File: config.mk
export PLATFORM = sky130hd
export DESIGN_NAME = ps2_key_decoder
export DESIGN_NICKNAME = d
export VERILOG_FILES = /design/src/rtl/ps2_pkg.sv /design/src/rtl/ps2_frame_rx.sv /design/src/rtl/ps2_key_decoder.sv
export SDC_FILE = /design/constraint.sdc
export NUM_CORES = 1
export LEC_CHECK = 0
export BUFFER_PORTS_ARGS = -buffer_cell sky130_fd_sc_hd__clkbuf_2
export CELL_PAD_IN_SITES_DETAIL_PLACEMENT = 2
export CELL_PAD_IN_SITES_GLOBAL_PLACEMENT = 2
export CORE_MARGIN = 2
export CORE_UTILIZATION = 35
export DETAILED_ROUTE_END_ITERATION = 7
export PLACE_DENSITY_LB_ADDON = 0.1
export SYNTH_ARGS = -nofsm -noshare
export SYNTH_HDL_FRONTEND = slang
export SYNTH_SLANG_ARGS = --single-unit
File: constraint.sdc
create_clock -name clk -period 2.3 [get_ports clk]
set_input_delay 0.46 -clock clk [delete_from_list [all_inputs] [get_ports clk]]
set_output_delay 0.46 -clock clk [all_outputs]
set_load 0.01 [all_outputs]
File: src/rtl/ps2_pkg.sv
// Shared definitions for the PS/2 keyboard decoder: frame FSM states and scancodes.
package ps2_pkg;

  typedef enum logic [1:0] {
    IDLE   = 2'd0,
    DATA   = 2'd1,
    PARITY = 2'd2,
    STOP   = 2'd3
  } frame_state_e;

  localparam logic [7:0] SC_EXT   = 8'hE0;
  localparam logic [7:0] SC_BRK   = 8'hF0;
  localparam logic [7:0] SC_LEFT  = 8'h6B;
  localparam logic [7:0] SC_RIGHT = 8'h74;
  localparam logic [7:0] SC_FIRE  = 8'h29;

endpackage

File: src/rtl/ps2_frame_rx.sv
// PS/2 frame receiver: pad synchronizers, falling-edge detect, frame FSM, watchdog.
// Define PS2_PARITY_CHECK_EN to reject frames with bad parity.
module ps2_frame_rx
  import ps2_pkg::*;
#(
  parameter int unsigned TIMEOUT_CYCLES = 5000,
  parameter int unsigned SYNC_STAGES    = 2
) (
  input  logic       clk,
  input  logic       rst_n,
  input  logic       ps2_clk,
  input  logic       ps2_data,
  output logic       byte_strobe,
  output logic [7:0] byte_data,
  output logic       frame_err,
  output logic       timeout
);

  localparam int unsigned WD_W = $clog2(TIMEOUT_CYCLES + 1);

  logic [SYNC_STAGES-1:0] clk_sync;
  logic [SYNC_STAGES-1:0] data_sync;
  logic                   clk_prev;
  logic                   clk_s;
  logic                   data_s;
  logic                   fall;

  frame_state_e state_q, state_d;
  logic [2:0]   bit_cnt_q;
  logic [7:0]   shift_q;
  logic         parity_q;
  logic [WD_W-1:0] wd_q;
  logic         strobe_d;
  logic         err_d;
  logic         frame_ok;
  logic         par_ok;

  assign clk_s  = clk_sync[SYNC_STAGES-1];
  assign data_s = data_sync[SYNC_STAGES-1];
  assign fall   = clk_prev & ~clk_s;

  assign timeout   = (state_q != IDLE) && (wd_q == WD_W'(TIMEOUT_CYCLES - 1));
  assign frame_ok  = ^{shift_q, parity_q};
`ifdef PS2_PARITY_CHECK_EN
  assign par_ok    = frame_ok;
`else
  // Parity is still captured and evaluated, it just never gates the byte.
  assign par_ok    = 1'b1 | frame_ok;
`endif
  assign byte_data = shift_q;

  always_ff @(posedge clk or negedge rst_n) begin
    if (!rst_n) begin
      clk_sync  <= '1;
      data_sync <= '1;
      clk_prev  <= 1'b1;
    end else begin
      clk_sync  <= {clk_sync[SYNC_STAGES-2:0], ps2_clk};
      data_sync <= {data_sync[SYNC_STAGES-2:0], ps2_data};
      clk_prev  <= clk_s;
    end
  end

  always_ff @(posedge clk or negedge rst_n) begin
    if (!rst_n) state_q <= IDLE;
    else        state_q <= state_d;
  end

  // Timeout takes priority over any coincident edge, including the stop bit.
  always_comb begin
    state_d  = state_q;
    strobe_d = 1'b0;
    err_d    = 1'b0;
    if (timeout) begin
      state_d = IDLE;
      err_d   = 1'b1;
    end else if (fall) begin
      unique case (state_q)
        IDLE:   if (!data_s) state_d = DATA;
                else         err_d   = 1'b1;
        DATA:   if (bit_cnt_q == 3'd7) state_d = PARITY;
        PARITY: state_d = STOP;
        STOP: begin
          state_d = IDLE;
          if (data_s && par_ok) strobe_d = 1'b1;
          else                  err_d    = 1'b1;
        end
        default: state_d = IDLE;
      endcase
    end
  end

  always_ff @(posedge clk or negedge rst_n) begin
    if (!rst_n) begin
      bit_cnt_q   <= '0;
      shift_q     <= '0;
      parity_q    <= 1'b0;
      wd_q        <= '0;
      byte_strobe <= 1'b0;
      frame_err   <= 1'b0;
    end else begin
      byte_strobe <= strobe_d;
      frame_err   <= err_d;
      if (state_q == IDLE || fall || timeout) wd_q <= '0;
      else                                    wd_q <= wd_q + 1'b1;
      if (fall && !timeout) begin
        case (state_q)
          IDLE:   bit_cnt_q <= '0;
          DATA: begin
            shift_q   <= {data_s, shift_q[7:1]};
            bit_cnt_q <= bit_cnt_q + 3'd1;
          end
          PARITY: parity_q <= data_s;
          default: ;
        endcase
      end
    end
  end

endmodule

File: src/rtl/ps2_key_decoder.sv
// PS/2 scancode decoder: E0/F0 prefix tracking and held-key levels for game keys.
// Parity checking is enabled by defining PS2_PARITY_CHECK_EN.
module ps2_key_decoder
  import ps2_pkg::*;
#(
  parameter int unsigned TIMEOUT_CYCLES = 5000,
  parameter int unsigned SYNC_STAGES    = 2
) (
  input  logic       clk,
  input  logic       rst_n,
  input  logic       ps2_clk,
  input  logic       ps2_data,
  output logic       code_valid,
  output logic [7:0] code,
  output logic       is_ext,
  output logic       is_break,
  output logic       frame_err,
  output logic       key_left,
  output logic       key_right,
  output logic       key_fire
);

  logic       rx_strobe;
  logic [7:0] rx_byte;
  logic       rx_timeout;
  logic       ext_pend;
  logic       brk_pend;

  ps2_frame_rx #(
    .TIMEOUT_CYCLES(TIMEOUT_CYCLES),
    .SYNC_STAGES   (SYNC_STAGES)
  ) u_rx (
    .clk        (clk),
    .rst_n      (rst_n),
    .ps2_clk    (ps2_clk),
    .ps2_data   (ps2_data),
    .byte_strobe(rx_strobe),
    .byte_data  (rx_byte),
    .frame_err  (frame_err),
    .timeout    (rx_timeout)
  );

  // Key levels update on the same edge that raises code_valid.
  always_ff @(posedge clk or negedge rst_n) begin
    if (!rst_n) begin
      code_valid <= 1'b0;
      code       <= '0;
      is_ext     <= 1'b0;
      is_break   <= 1'b0;
      ext_pend   <= 1'b0;
      brk_pend   <= 1'b0;
      key_left   <= 1'b0;
      key_right  <= 1'b0;
      key_fire   <= 1'b0;
    end else begin
      code_valid <= 1'b0;
      if (rx_strobe) begin
        if (rx_byte == SC_EXT) begin
          ext_pend <= 1'b1;
        end else if (rx_byte == SC_BRK) begin
          brk_pend <= 1'b1;
        end else begin
          code_valid <= 1'b1;
          code       <= rx_byte;
          is_ext     <= ext_pend;
          is_break   <= brk_pend;
          ext_pend   <= 1'b0;
          brk_pend   <= 1'b0;
          if (rx_byte == SC_LEFT  &&  ext_pend) key_left  <= !brk_pend;
          if (rx_byte == SC_RIGHT &&  ext_pend) key_right <= !brk_pend;
          if (rx_byte == SC_FIRE  && !ext_pend) key_fire  <= !brk_pend;
        end
      end
      if (rx_timeout) begin
        ext_pend <= 1'b0;
        brk_pend <= 1'b0;
      end
    end
  end

endmodule

==> metrics.csv <==
metric;value;unit
status;finished, final reports clean;
final core occ;42.6;%
gr ovfl total;0;
Netlist Area Pre-Place;2140;sq um
slowest CP cell;or4_4;
Bufs and invs on worst path;0;
Iter 0 DRT Violations;40;
Slew @ Worst Pin;0.585;ns
Buffers on Ports;18;
Yosys reg bits;49;
core box area;5920;sq um
Peak supply drop;388;uV
clock buffer depth;2;
Worst Path Arrival;2.44;ns
number of setup buffers added after CTS;0;
final slew viol count;0;
H-tree depth;2;
CP Depth;4;
FF-to-FF Start;u_rx.wd_q[10]$_DFF_PN0_;
number of global-route vias before repair;1691;
crit path time final;2.23;ns
clk root buf;clkbuf_8;
Routed Antenna Nets;0;
PD cells;1030;nW/um^2
commonest non-fill, non-tap cells in the layout;44 x dfrtp_1, 33 x nand2_1, 19 x nor2_1;
Worst-Skew Late Latency;0.31;ns
first-pass GRT wire length;8.41;mm
critical path fanouts, max;11;
# rows;28;
crit path launch type;flop;
via density per instance;4.97;
worst-case reg-to-reg path depth;4;
synth-to-layout area growth;17.7;%
crit path from;u_rx.wd_q[10]$_DFF_PN0_;
Post-Syn Instances;193;
Max stage delay on crit path;0.53;ns
most common cell after layout, fill and taps aside;dfrtp_1;
Final Hold Fails;0;
hold buffer count at cts;0;
final hold slack;0.132;ns
Max-Slew Margin vs Limit;61.0;%
layout cells sized above 1;24.7;%
Clock Sinks;49;
critical path's top delay family;simple AND/OR/NAND/NOR gates;
CP cell instances;or4b_1 > or4_4 > o211a_2 > mux2_4;
drt drc;0;
die height;82.3;microns
pin count of the biggest net entering global routing;29;
average cell area after synthesis;11.1;sq um
maxcap violations;0;
initial antenna violation count;0;
Detailed Routing Iterations Pass 1;4;
sequential share of the synthesized area;57.5;%
syn_nets;205;
Worst-path clk slew;0.09;ns
die outline width;82.3;microns
Distinct cells, synth;36;
RD Place Congestion;0.749;
die area;6770;sq um
Max Clk Rate;448;MHz
Hold Path Class;in -> async;
CTS tree;done;
vias;1500;
post-detailed-placement half-perimeter wirelength;3.62;mm
final setup fails;0;
Routed WL;4.86;mm
Synth warnings;0;
WS Path Type;reg -> reg;
effective utilization at floorplan;36.2;%
WL/cell;16.1;microns
Overall Global Routing Usage;16.6;%
Req. time, crit path;2.50;ns
# diodes;0;
RSZ-0062 raised after global routing;false;
CTS Buf Count;5;
LEAKAGE;0.00125;uW
final worst path period share;97.1;%
final net count;238;
I/O pin total;19;
CP Capture Type;flop;
clk_skew;0.00948;ns
PostCTS Resize Cnt;1;
## sequential cells by signal, summed over array words and instances (netlist names), 2 cells and up
signal	count
u_rx.byte_data	8
u_rx.state_q	2
u_rx.wd_q	13
code	8
u_rx.data_sync	2
u_rx.clk_sync	2
u_rx.bit_cnt_q	3
## final timing paths
check,to,slack (ns)
max in group asynchronous,u_rx.state_q[1]$_DFFE_PN0P_,1.61
setup reg to reg,u_rx.byte_data[1]$_DFFE_PN0P_,0.07
setup / recovery,u_rx.byte_data[1]$_DFFE_PN0P_,0.07
hold reg to reg,u_rx.data_sync[1]$_DFF_PN1_,0.36
min in group clk,u_rx.clk_sync[0]$_DFF_PN1_,0.23
hold / removal,code[0]$_DFFE_PN0P_,0.13
## power breakdown
group          switching (uW)  internal (uW)  total, uW
clock                     293            355        648
combinational             346            328        674
sequential                205           1070       1280
## per-stage QoR
step	area, sq um	setup TNS [ns]	power, uW	setup slack (ns)	instances
final	2520	0	2600	0.0659	302
after global placement	2410	0	1920	0.00874	294
after CTS	2520	0	2650	0.0465	302
after floorplan	2140	0	1710	0.0824	193
after detailed placement	2410	-0.223	1990	-0.0395	294
after global routing	2520	0	2800	0.0277	302
## logic make-up (layout without fill, tap and decap cells)
group	after synthesis	in the layout	share of synthesized area (%)
adder cells (fa/ha/maj)	8	8	4.67
buffers and inverters	15	49	2.98
AND/OR/NAND/NOR	84	84	18.8
flip-flops	49	49	57.5
AO/OA/AOI/OAI	14	14	4.44
XOR/XNOR	11	11	4.49
multiplexers	12	12	7.12
## per-layer routing
layer | vias up | wire length, microns | global-route usage (%) | part of all wire, %
met5 | - | 0 | 0 | 0
met4 | 0 | 68 | 5.50 | 1.4
met3 | 6 | 118 | 3.26 | 2.4
met2 | 20 | 2550 | 29.5 | 52
met1 | 765 | 2130 | 19.9 | 44
li1 | 709 | - | - | -
## area by class of cell
cell class | instances | area [sq um]
Fill cell | 648 | 3400
Sequential cell | 49 | 1230
Timing Repair Buffer | 30 | 193
Multi-Input combinational cell | 129 | 847
Tap cell | 75 | 93.8
Inverter | 11 | 41.3
Clock inverter | 1 | 30.0
Clock buffer | 7 | 86.3
## synthesized netlist by cell type, drive strengths merged
master / number / area (sq um)
or4: 1 / 11.3
mux2i: 4 / 40.0
clkbuf: 3 / 11.3
o211a: 1 / 10.0
nand2: 33 / 124
nor4: 1 / 6.26
xnor2: 10 / 87.6
nand4: 2 / 12.5
and3: 2 / 13.8
nor2: 19 / 71.3
a22o: 2 / 20.0
nor3: 8 / 40.0
xor2: 1 / 8.76
dfstp: 5 / 131
o21ai: 3 / 15.0
dfrtp: 44 / 1100
nand2b: 2 / 12.5
inv: 11 / 41.3
mux2: 8 / 113
a21oi: 4 / 20.0
a211oi: 1 / 7.51
or2: 1 / 6.26
o211ai: 1 / 7.51
nand3: 6 / 30.0
a21o: 1 / 7.51
or3: 2 / 12.5
nor2b: 1 / 6.26
ha: 8 / 100
or4b: 2 / 20.0
o31ai: 1 / 7.51
nand3b: 1 / 7.51
and4b: 2 / 20.0
buf: 1 / 11.3
nand4b: 1 / 8.76
Note: power is estimated with default switching activity, not from simulation.
